<file path="config.mk">
export PLATFORM = sky130hd
export DESIGN_NAME = pc_fetch_unit_flat
export DESIGN_NICKNAME = d
export VERILOG_FILES = /design/src/rtl/pc_fetch_pkg.sv /design/src/rtl/pc_fetch_unit_if.sv /design/src/rtl/pc_fetch_unit.sv /design/src/flat_wrapper.sv
export SDC_FILE = /design/constraint.sdc
export NUM_CORES = 1
export LEC_CHECK = 0
export CAP_MARGIN = 20
export CORE_MARGIN = 3
export CORE_UTILIZATION = 47
export DETAILED_ROUTE_END_ITERATION = 7
export PLACE_DENSITY = 0.95
export SLEW_MARGIN = 10
export SYNTH_ARGS = -nofsm -noshare
export SYNTH_HDL_FRONTEND = slang
export SYNTH_SLANG_ARGS = --single-unit
</file>
<file path="constraint.sdc">
create_clock -name clk -period 6.65 [get_ports clk]
set_clock_uncertainty 0.05 [all_clocks]
set_input_delay 0.665 -clock clk [delete_from_list [all_inputs] [get_ports clk]]
set_output_delay 0.665 -clock clk [all_outputs]
set_load 0.02 [all_outputs]
</file>
<file path="src/rtl/pc_fetch_pkg.sv">
// Shared constants for the PC/instruction-fetch sequencer.
// State encodings are fixed values so existing waveforms and decoders still match.
package pc_fetch_pkg;

    localparam logic [1:0] IDLE  = 2'd0;
    localparam logic [1:0] REQ   = 2'd1;
    localparam logic [1:0] VALID = 2'd2;
    localparam logic [1:0] DRAIN = 2'd3;

    localparam logic [31:0] INSTR_BYTES = 32'd4;
    localparam logic [31:0] ALIGN_MASK  = 32'hFFFF_FFFC;

endpackage

</file>
<file path="src/rtl/pc_fetch_unit_if.sv">
// Instruction-memory req/ack port plus the valid/stall handshake towards decode.
// The master modport is the fetch-unit side.
interface pc_fetch_unit_if;

    logic        imem_req;
    logic [31:0] imem_addr;
    logic        imem_ack;
    logic [31:0] imem_rdata;
    logic [31:0] instr;
    logic [31:0] instr_pc;
    logic        instr_valid;
    logic        stall;

    modport master (
        output imem_req, imem_addr, instr, instr_pc, instr_valid,
        input  imem_ack, imem_rdata, stall
    );

    modport slave (
        input  imem_req, imem_addr, instr, instr_pc, instr_valid,
        output imem_ack, imem_rdata, stall
    );

endinterface

</file>
<file path="src/rtl/pc_fetch_unit.sv">
// Program counter and single-outstanding instruction fetch sequencer.
// Redirects flush the presented instruction and drain any in-flight request.
module pc_fetch_unit
    import pc_fetch_pkg::*;
#(
    parameter logic [31:0] RESET_PC = 32'h0000_0000
) (
    input  logic        clk,
    input  logic        rst,
    input  logic [31:0] npc,
    input  logic        redirect,
    output logic [31:0] pc,
    output logic [31:0] pc_plus4,
    pc_fetch_unit_if.master bus
);

    logic [1:0]  state;
    logic [31:0] req_addr;
    logic [31:0] instr_q;
    logic [31:0] instr_pc_q;
    logic        instr_valid_q;
    logic [31:0] npc_aligned;

    assign npc_aligned = npc & ALIGN_MASK;
    assign pc_plus4    = pc + INSTR_BYTES;

    assign bus.imem_req    = (state == REQ) || (state == DRAIN);
    assign bus.imem_addr   = req_addr;
    assign bus.instr       = instr_q;
    assign bus.instr_pc    = instr_pc_q;
    assign bus.instr_valid = instr_valid_q;

    always_ff @(posedge clk or posedge rst) begin
        if (rst) begin
            state         <= IDLE;
            pc            <= RESET_PC;
            req_addr      <= RESET_PC;
            instr_q       <= '0;
            instr_pc_q    <= '0;
            instr_valid_q <= 1'b0;
        end else begin
            case (state)
                IDLE: begin
                    req_addr <= pc;
                    state    <= REQ;
                end
                REQ: begin
                    if (bus.imem_ack && !redirect) begin
                        instr_q       <= bus.imem_rdata;
                        instr_pc_q    <= req_addr;
                        instr_valid_q <= 1'b1;
                        state         <= VALID;
                    end else if (bus.imem_ack) begin
                        // Completed request is stale: reissue immediately at the target.
                        pc       <= npc_aligned;
                        req_addr <= npc_aligned;
                    end else if (redirect) begin
                        pc    <= npc_aligned;
                        state <= DRAIN;
                    end
                end
                VALID: begin
                    if (redirect || !bus.stall) begin
                        pc            <= npc_aligned;
                        req_addr      <= npc_aligned;
                        instr_valid_q <= 1'b0;
                        state         <= REQ;
                    end
                end
                default: begin
                    // DRAIN: the old address stays on the bus until its ack arrives.
                    if (redirect) begin
                        pc <= npc_aligned;
                    end
                    if (bus.imem_ack) begin
                        req_addr <= redirect ? npc_aligned : pc;
                        state    <= REQ;
                    end
                end
            endcase
        end
    end

endmodule
</file>
<file path="src/flat_wrapper.sv">
// flat-port wrapper written by rule: the top's interface ports become plain ports
module pc_fetch_unit_flat import pc_fetch_pkg::*;
#(
    parameter logic [31:0] RESET_PC = 32'h0000_0000
)
  (clk, rst, npc, redirect, pc, pc_plus4, bus_imem_req, bus_imem_addr, bus_instr, bus_instr_pc, bus_instr_valid, bus_imem_ack, bus_imem_rdata, bus_stall);
  pc_fetch_unit_if bus_i ();
  input  logic clk;
  input  logic rst;
  input  logic [31:0] npc;
  input  logic redirect;
  output logic [31:0] pc;
  output logic [31:0] pc_plus4;
  output wire logic [$bits(bus_i.imem_req)-1:0] bus_imem_req;
  output wire logic [$bits(bus_i.imem_addr)-1:0] bus_imem_addr;
  output wire logic [$bits(bus_i.instr)-1:0] bus_instr;
  output wire logic [$bits(bus_i.instr_pc)-1:0] bus_instr_pc;
  output wire logic [$bits(bus_i.instr_valid)-1:0] bus_instr_valid;
  input wire logic [$bits(bus_i.imem_ack)-1:0] bus_imem_ack;
  input wire logic [$bits(bus_i.imem_rdata)-1:0] bus_imem_rdata;
  input wire logic [$bits(bus_i.stall)-1:0] bus_stall;
  assign bus_imem_req = bus_i.imem_req;
  assign bus_imem_addr = bus_i.imem_addr;
  assign bus_instr = bus_i.instr;
  assign bus_instr_pc = bus_i.instr_pc;
  assign bus_instr_valid = bus_i.instr_valid;
  assign bus_i.imem_ack = bus_imem_ack;
  assign bus_i.imem_rdata = bus_imem_rdata;
  assign bus_i.stall = bus_stall;
  pc_fetch_unit #(.RESET_PC(RESET_PC)) u_core (.clk(clk), .rst(rst), .npc(npc), .redirect(redirect), .pc(pc), .pc_plus4(pc_plus4), .bus(bus_i));
endmodule
</file>
### Word level (Yosys, flattened, before mapping)

Cells that the tools add are included.
W data, S select, Z words.

| word-level totals | value |
|---|---|
| register bits | 131 |
| logic and storage cells | 49 |
| output and inout port bits | 162 |
| input port bits | 69 |

| operators by class | value |
|---|---|
| $add $sub $neg | 1 |
| bitwise gates (word level) | 1 |
| multiplexer cells | 18 |
| equal/unequal tests | 9 |
| reduce and logical (&&, ||, !) cells | 14 |

Operator list:

| kind | count |
|---|---|
| $mux W32 | 7 |
| $pmux W32 S3 | 2 |
| $add A32 B3 Y32 const B | 1 |
| $mux W2 | 5 |
| $reduce_and A4 Y1 | 2 |
| $ne A2 B2 Y1 const B | 3 |
| $ne A3 B3 Y1 const B | 2 |
| $pmux W2 S3 | 1 |
| $reduce_and A3 Y1 | 2 |
| $eq A2 B2 Y1 const B | 2 |
| $reduce_bool A4 Y1 | 1 |
| $reduce_bool A3 Y1 | 1 |
| $eq A2 B1 Y1 const B | 1 |
| $logic_not A1 Y1 | 2 |
| $logic_not A2 Y1 | 1 |
| $logic_or A1 B1 Y1 | 2 |
| $mux W1 | 2 |
| $ne A2 B1 Y1 const B | 1 |
| $pmux W1 S2 | 1 |
| $reduce_and A2 Y1 | 1 |
| $reduce_bool A2 Y1 | 1 |
| $logic_and A1 B1 Y1 | 1 |
| $not A1 Y1 | 1 |

### Longest topological paths before layout

Gate-level depths: netlist of run 1.

| depth | value |
|---|---|
| depth after elaboration | 4 |
| gate-level depth with buffers | 7 |
| gate-level depth less buffers | 6 |

### Least setup slack after synthesis of run 1

No wires, ideal clock.

| path | value |
|---|---|
| path type | reg2out |
| start point | register u_core.pc[4] |
| end point | output port pc_plus4[27] |
| required time | 5935 ps |
| buffers on the path | 1 |
| stages on the path, launching flop included | 6 |
| arrival | 1817 ps |
| path slack | 4118 ps |
| path through | dfrtp_1 buf_2 nand4_1 nor4_4 nand4_1 xnor2_1 |

| on the way | value |
|---|---|
| cells in the longest elaborated chain, start to end | 1 |

RTL lines:

| what | RTL line | RTL |
|---|---|---|
| from (decl) | pc_fetch_unit.sv:12 | `output logic [31:0] pc,` |
| from (signal assigned) | pc_fetch_unit.sv:55 | `pc <= npc_aligned;` |
| from (signal assigned) | pc_fetch_unit.sv:58 | `pc <= npc_aligned;` |
| from (signal assigned) | pc_fetch_unit.sv:64 | `pc <= npc_aligned;` |
| $add A32 B3 Y32 | pc_fetch_unit.sv:25 | `assign pc_plus4 = pc + INSTR_BYTES;` |
| to (decl) | flat_wrapper.sv:13 | `output logic [31:0] pc_plus4;` |

No other way between the ends.

### Worst setup path in the final report of run 1

| path | value |
|---|---|
| start point | register u_core.pc[4] |
| end point | output port pc_plus4[31] |

Same word-level chain as after synthesis.

==> out/summary.txt, run 1 <==
Status - finished clean
Critical path class - reg -> out
First-pass GRT wire length - 27100 um
FF-to-FF Start - u_core.state[0]
Buffers on Ports - 228
CTS Hold Bufs - 0
Setup crit start kind - flip-flop
Longest Clk Path Bufs - 2
Relative slew slack - 0.259
Die width - 117 um
Mapped Cells - 471
Final Hold Viols - 0
Post-route clock period utilization - 0.556
CTS Buf Count - 17
Leakage - 3.76 nW
GP Congestion - 0.809
Syn Area/Cell - 12.3 um^2
Power Dens Cells - 579 mW/mm^2
TritonCTS clock tree - done
Max frequency - 271 MHz
Critical Path RT - 5.93 ns
Number of distinct library cells after synthesis - 40
Grt ovf - 0
Yosys reg bits - 131
Worst VDD drop - 0.339 mV
Post-CTS sizing - 0
Post-Syn Area - 0.00579 mm^2
Min-delay worst type - reg -> reg
Routed via count - 4851
Total die area - 0.0137 mm^2
Wirelength per Cell - 20.8 um
Max cap viols - 0
Die Y - 117 um
Placed wire-length estimate - 11900 um
Worst setup EP type - output pin
Clk_lat worst skew - 0.42 ns
Register area share after synthesis - 0.566
Minimum clock period - 3.70 ns
Worst reg-to-reg path cell count - 7
Vias in the first global route - 5114
Post-CTS Setup Bufs - 0
Area delta synth->final - 52.1%
Final setup violation count - 0
Largest net degree at the start of global routing - 68
TritonRoute pass-1 iters - 5
Io pins - 231
Layout cell share with drive strength beyond 1 - 0.111
Worst Path Max Fanout - 8
Hold Crit Depth - 1
Vias/cell - 5.73
Row count - 39
Register-to-register setup slack - 4.04 ns
Clock slew at reported path FFs - 0.06 ns
Routed WL - 17600 um
Worst slew pin tran - 1.09 ns
Clk root buf - clkbuf_16
Placed insts - 815
Fin cells - 847
Synth Flop Type - dfrtp_1
Yosys warning total - 0
GRT Util Overall - 0.261
Antenna Violating Nets Remaining - 0
Max-slew violations - 0
FILL cells - 723
Ys async rst share - 1.00
Initial Util - 0.494
Post-synth EDFFs - 0
Net Count, Synth - 546
RSZ-0062 raised after global routing - no
Critical Path AT - 2.98 ns
Hold Path End - u_core.bus.instr[5]
Worst Min Path Start - u_core.bus.instr[5]
Initial DRC count - 448
Layout Nets - 766
CTS H-Tree Depth - 4
Core region area - 0.0117 mm^2
Number of diodes - 0
Worst setup startpoint - u_core.pc[4]
FF-to-FF End - u_core.bus.imem_addr[26]
Setup TNS Final - 0 ns
Most frequent cells in the layout - clkdlybuf4s50_1, dfrtp_1, nand2_1
Most common cell after layout, fill and taps aside - clkdlybuf4s50_1
Initial antenna violation count - 0
Post-route DRC - 0
Clk sinks - 131
## worst max-delay path, stage by stage (launching register included)
cell and delay (ns):
dfrtp_1 0.52, nand4_1 0.27, nor4_4 0.69, nand4_1 0.20
xnor2_1 0.24, clkdlybuf4s50_1 0.64
## Yosys cell counts, drive strengths merged (2+ instances only)
library cell,count,share of area
dfrtp,131,0.57
mux2,65,0.13
nand2,45,0.030
o21ai,35,0.030
a22oi,31,0.040
a22o,30,0.045
buf,24,0.022
xnor2,21,0.032
nand4,16,0.020
clkbuf,8,0.0052
and2,7,0.0076
xor2,7,0.011
and4,6,0.0091
ha,6,0.013
inv,6,0.0039
nand3,6,0.0052
and3,5,0.0054
nor2,5,0.0037
nor2b,2,0.0022
nor3,2,0.0017
## sequential cells by signal (all words and copies together) (netlist names)
signal / cells
u_core.state: 2
u_core.bus.instr: 32
u_core.bus.imem_addr: 32
u_core.bus.instr_pc: 32
u_core.bus.instr_valid: 1
u_core.pc: 32
## worst max-delay path by stage
stage	endpoint	slack (ns)
3_3_place_gp	pc_plus4[29]	3.50
5_1_grt	pc_plus4[31]	2.86
4_1_cts	pc_plus4[31]	2.93
2_1_floorplan	u_core.bus.imem_addr[0]	2.44
3_5_place_dp	pc_plus4[31]	3.45
6_report	pc_plus4[31]	2.95
## per-stage QoR
stage	util	hold slack [ns]	area (um^2)	setup WS (ns)	power, W
2_1_floorplan	-	0.486	5790	2.44	0.00285
3_3_place_gp	0.696	0.422	8160	3.50	0.00397
3_5_place_dp	0.699	0.430	8180	3.45	0.00409
4_1_cts	0.752	0.443	8800	2.93	0.00513
5_1_grt	0.752	0.460	8800	2.86	0.00536
6_report	0.752	0.437	8800	2.95	0.00510
## where the power goes
group          internal (W)  switching [W]
logic               0.00123        0.00138
registers           0.00116       0.000350
clock network      0.000644       0.000336
## cells by family (layout without fill, tap and decap cells)
kind of cell / Yosys count / after routing / synth area share
XOR/XNOR: 28 / 28 / 0.0424
flip-flops: 131 / 131 / 0.566
multiplexers: 66 / 66 / 0.128
adder cells (fa/ha/maj): 6 / 6 / 0.0130
AO/OA/AOI/OAI: 104 / 104 / 0.128
AND/OR/NAND/NOR: 98 / 98 / 0.0914
buffers and inverters: 38 / 271 / 0.0307
## area by class of cell
cell class / instances / area (um^2) / share of cell area
Sequential cell: 131 / 3280 / 0.372
Inverter: 6 / 25.0 / 0.00284
Clock buffer: 22 / 464 / 0.0527
Tap cell: 143 / 179 / 0.0203
Multi-Input combinational cell: 302 / 2360 / 0.268
Clock inverter: 10 / 155 / 0.0176
Timing Repair Buffer: 233 / 2340 / 0.266
## metal layers
| layer | wire length, um | vias to the layer above | share of wire | GRT usage |
|---|---|---|---|---|
| met5 | 0 | - | 0 | 0 |
| met4 | 285 | 0 | 0.016 | 0.102 |
| met3 | 1600 | 30 | 0.091 | 0.0710 |
| met2 | 9120 | 272 | 0.52 | 0.452 |
| met1 | 6600 | 2399 | 0.37 | 0.309 |
| li1 | - | 2150 | - | - |
No activity file was read; power rests on OpenSTA's default activity.
==> run 2: changes to the inputs <==
- CORE_UTILIZATION: 47 -> 39
- PLACE_DENSITY: 0.95 -> 0.86
- clock period: 6.65 -> 3.05 ns (I/O delays scaled with it)
==> run 2 against run 1 <==
Effect of this change:
- highest routed layer unchanged
- setup slack worse by 2.8 ns
- non-clock buffer count grew 9
- global-route usage shrank 5.3 points
==> out/summary.txt, run 2 (synthesized netlist as in run 1, its figures left out) <==
Area delta synth->final - 54.5%
Max frequency - 347 MHz
Worst setup startpoint - u_core.pc[2]
Status - finished clean
Final Hold Viols - 0 (unchanged)
Worst VDD drop - 0.675 mV (+99%)
Core Util, Final - 0.630 (-0.122)
Initial DRC count - 303 (-32%)
GP Congestion - 0.858 (+6.1%)
TritonRoute pass-1 iters - 7 (+2)
Layout Nets - 775 (+1.2%)
Most common cell after layout, fill and taps aside - clkdlybuf4s50_1
RSZ-0062 raised after global routing - no
Most frequent cells in the layout - clkdlybuf4s50_1, dfrtp_1, nand2_1
Die width - 128 um (+9.3%)
Row count - 43 (+10%)
Setup TNS Final - 0 ns (unchanged)
Min-delay worst type - in -> async
Initial Util - 0.408 (-0.0867)
Routed WL - 17000 um (-3.5%)
Longest Clk Path Bufs - 2 (unchanged)
Layout cell share with drive strength beyond 1 - 0.131 (+0.0198)
Setup crit start kind - flip-flop
Relative slew slack - 0.528 (+0.270)
CTS H-Tree Depth - 4 (unchanged)
Vias/cell - 5.39 (-5.8%)
Routed via count - 4812 (-0.80%)
FF-to-FF Start - u_core.state[0]
Placed wire-length estimate - 12200 um (+1.9%)
GRT Util Overall - 0.207 (-0.0535)
Buffers on Ports - 228 (unchanged)
Minimum clock period - 2.89 ns
Io pins - 231 (unchanged)
Clk root buf - clkbuf_16
Grt ovf - 0 (unchanged)
Post-route clock period utilization - 0.946
Power Dens Cells - 1220 mW/mm^2 (+110%)
Critical path class - reg -> out
Clock slew at reported path FFs - 0.06 ns (about the same)
Initial antenna violation count - 0 (unchanged)
Worst setup EP type - output pin
Vias in the first global route - 4971 (-2.8%)
Clk_lat worst skew - 0.41 ns (about the same)
TritonCTS clock tree - done
Number of diodes - 0 (unchanged)
Core region area - 0.0142 mm^2 (+21%)
First-pass GRT wire length - 26600 um (-1.9%)
Total die area - 0.0163 mm^2 (+19%)
Leakage - 3.84 nW (+2.1%)
Clk sinks - 131 (unchanged)
Post-route DRC - 0 (unchanged)
Max cap viols - 0 (unchanged)
Die Y - 128 um (+9.3%)
Wirelength per Cell - 19.0 um (-8.4%)
Antenna Violating Nets Remaining - 0 (unchanged)
Final setup violation count - 0 (unchanged)
Worst Path Max Fanout - 10 (+2)
Worst slew pin tran - 0.707 ns (-0.381 ns)
Critical Path RT - 2.69 ns (-3.24 ns)
Max-slew violations - 0 (unchanged)
CTS Buf Count - 17 (unchanged)
Critical Path AT - 2.53 ns (-0.45 ns)
Largest net degree at the start of global routing - 76 (+12%)
[run 2: changes by cell type in the layout (fill, tap and decap cells not counted), moves of 4 or more]
cell and change:
dfrtp_2 +5, dlymetal6s2s_1 +4, dfrtp_1 -5, buf_4 +6, buf_12 +4, clkdlybuf4s50_1 -4
[run 2: final timing paths]
kind	end	slack, ns	cells past startpoint
setup / recovery	pc_plus4[12]	0.16	7
hold / removal	u_core.bus.instr[7]	0.31	3
setup reg to reg	u_core.pc[18]	0.70	7
hold reg to reg	u_core.bus.instr[22]	0.44	1
max in group asynchronous	u_core.pc[17]	2.00	3
min in group clk	u_core.bus.instr[8]	0.43	2
[run 2: repair_timing]
item | CTS | global route
buffers inserted | 1 | 1
setup endpoints to repair | 11 | 15
pin swaps | 1 | 1
hold buffers | 0 | 0
cloned | 0 | 0
resized for setup | 1 | 9
[run 2: where the power goes]
group / total (W) / switching (W) / internal (W) / leakage [nW]
combinational: 0.00564 / 0.00294 / 0.00270 / 1.93
sequential: 0.00328 / 0.000748 / 0.00254 / 1.63
clock: 0.00203 / 0.000748 / 0.00128 / 0.278
[run 2: final cells by class]
type	count	area, um^2
inverter	6	26.3
sequential	131	3280
tap	180	225
fill	1091	5260
clock inverter	13	161
clock buffer	18	429
timing repair buffer	242	2450
multi-input combinational	302	2370
[run 2: stage by stage]
| step | std cells | setup WS (ns) | total power [W] | area (um^2) | hold WS (ns) |
|---|---|---|---|---|---|
| after floorplan | 471 | 0.878 | 0.00622 | 5790 | 0.387 |
| after global placement | 859 | 0.379 | 0.00879 | 8310 | 0.423 |
| after global routing | 892 | 0.0136 | 0.0116 | 8940 | 0.346 |
| after detailed placement | 859 | 0.316 | 0.00896 | 8310 | 0.432 |
| after CTS | 891 | 0.00849 | 0.0110 | 8910 | 0.324 |
| final | 892 | 0.165 | 0.0110 | 8940 | 0.314 |
[run 2: routing by layer]
layer | global-route usage | vias to the layer above | wire length, um
met3 | 0.0621 | 25 | 1240
met2 | 0.345 | 218 | 8490
met1 | 0.255 | 2387 | 6920
li1 | - | 2182 | -
met4 | 0.0762 | 0 | 333
met5 | 0 | - | 0
[run 2: worst max-delay path, cell delays in order, from the launching register on]
cell,delay (ns)
dfrtp_2,0.44
ha_1,0.21
nand3_1,0.17
nor2_4,0.17
buf_12,0.14
and3_1,0.18
xor2_1,0.16
clkdlybuf4s50_1,0.64
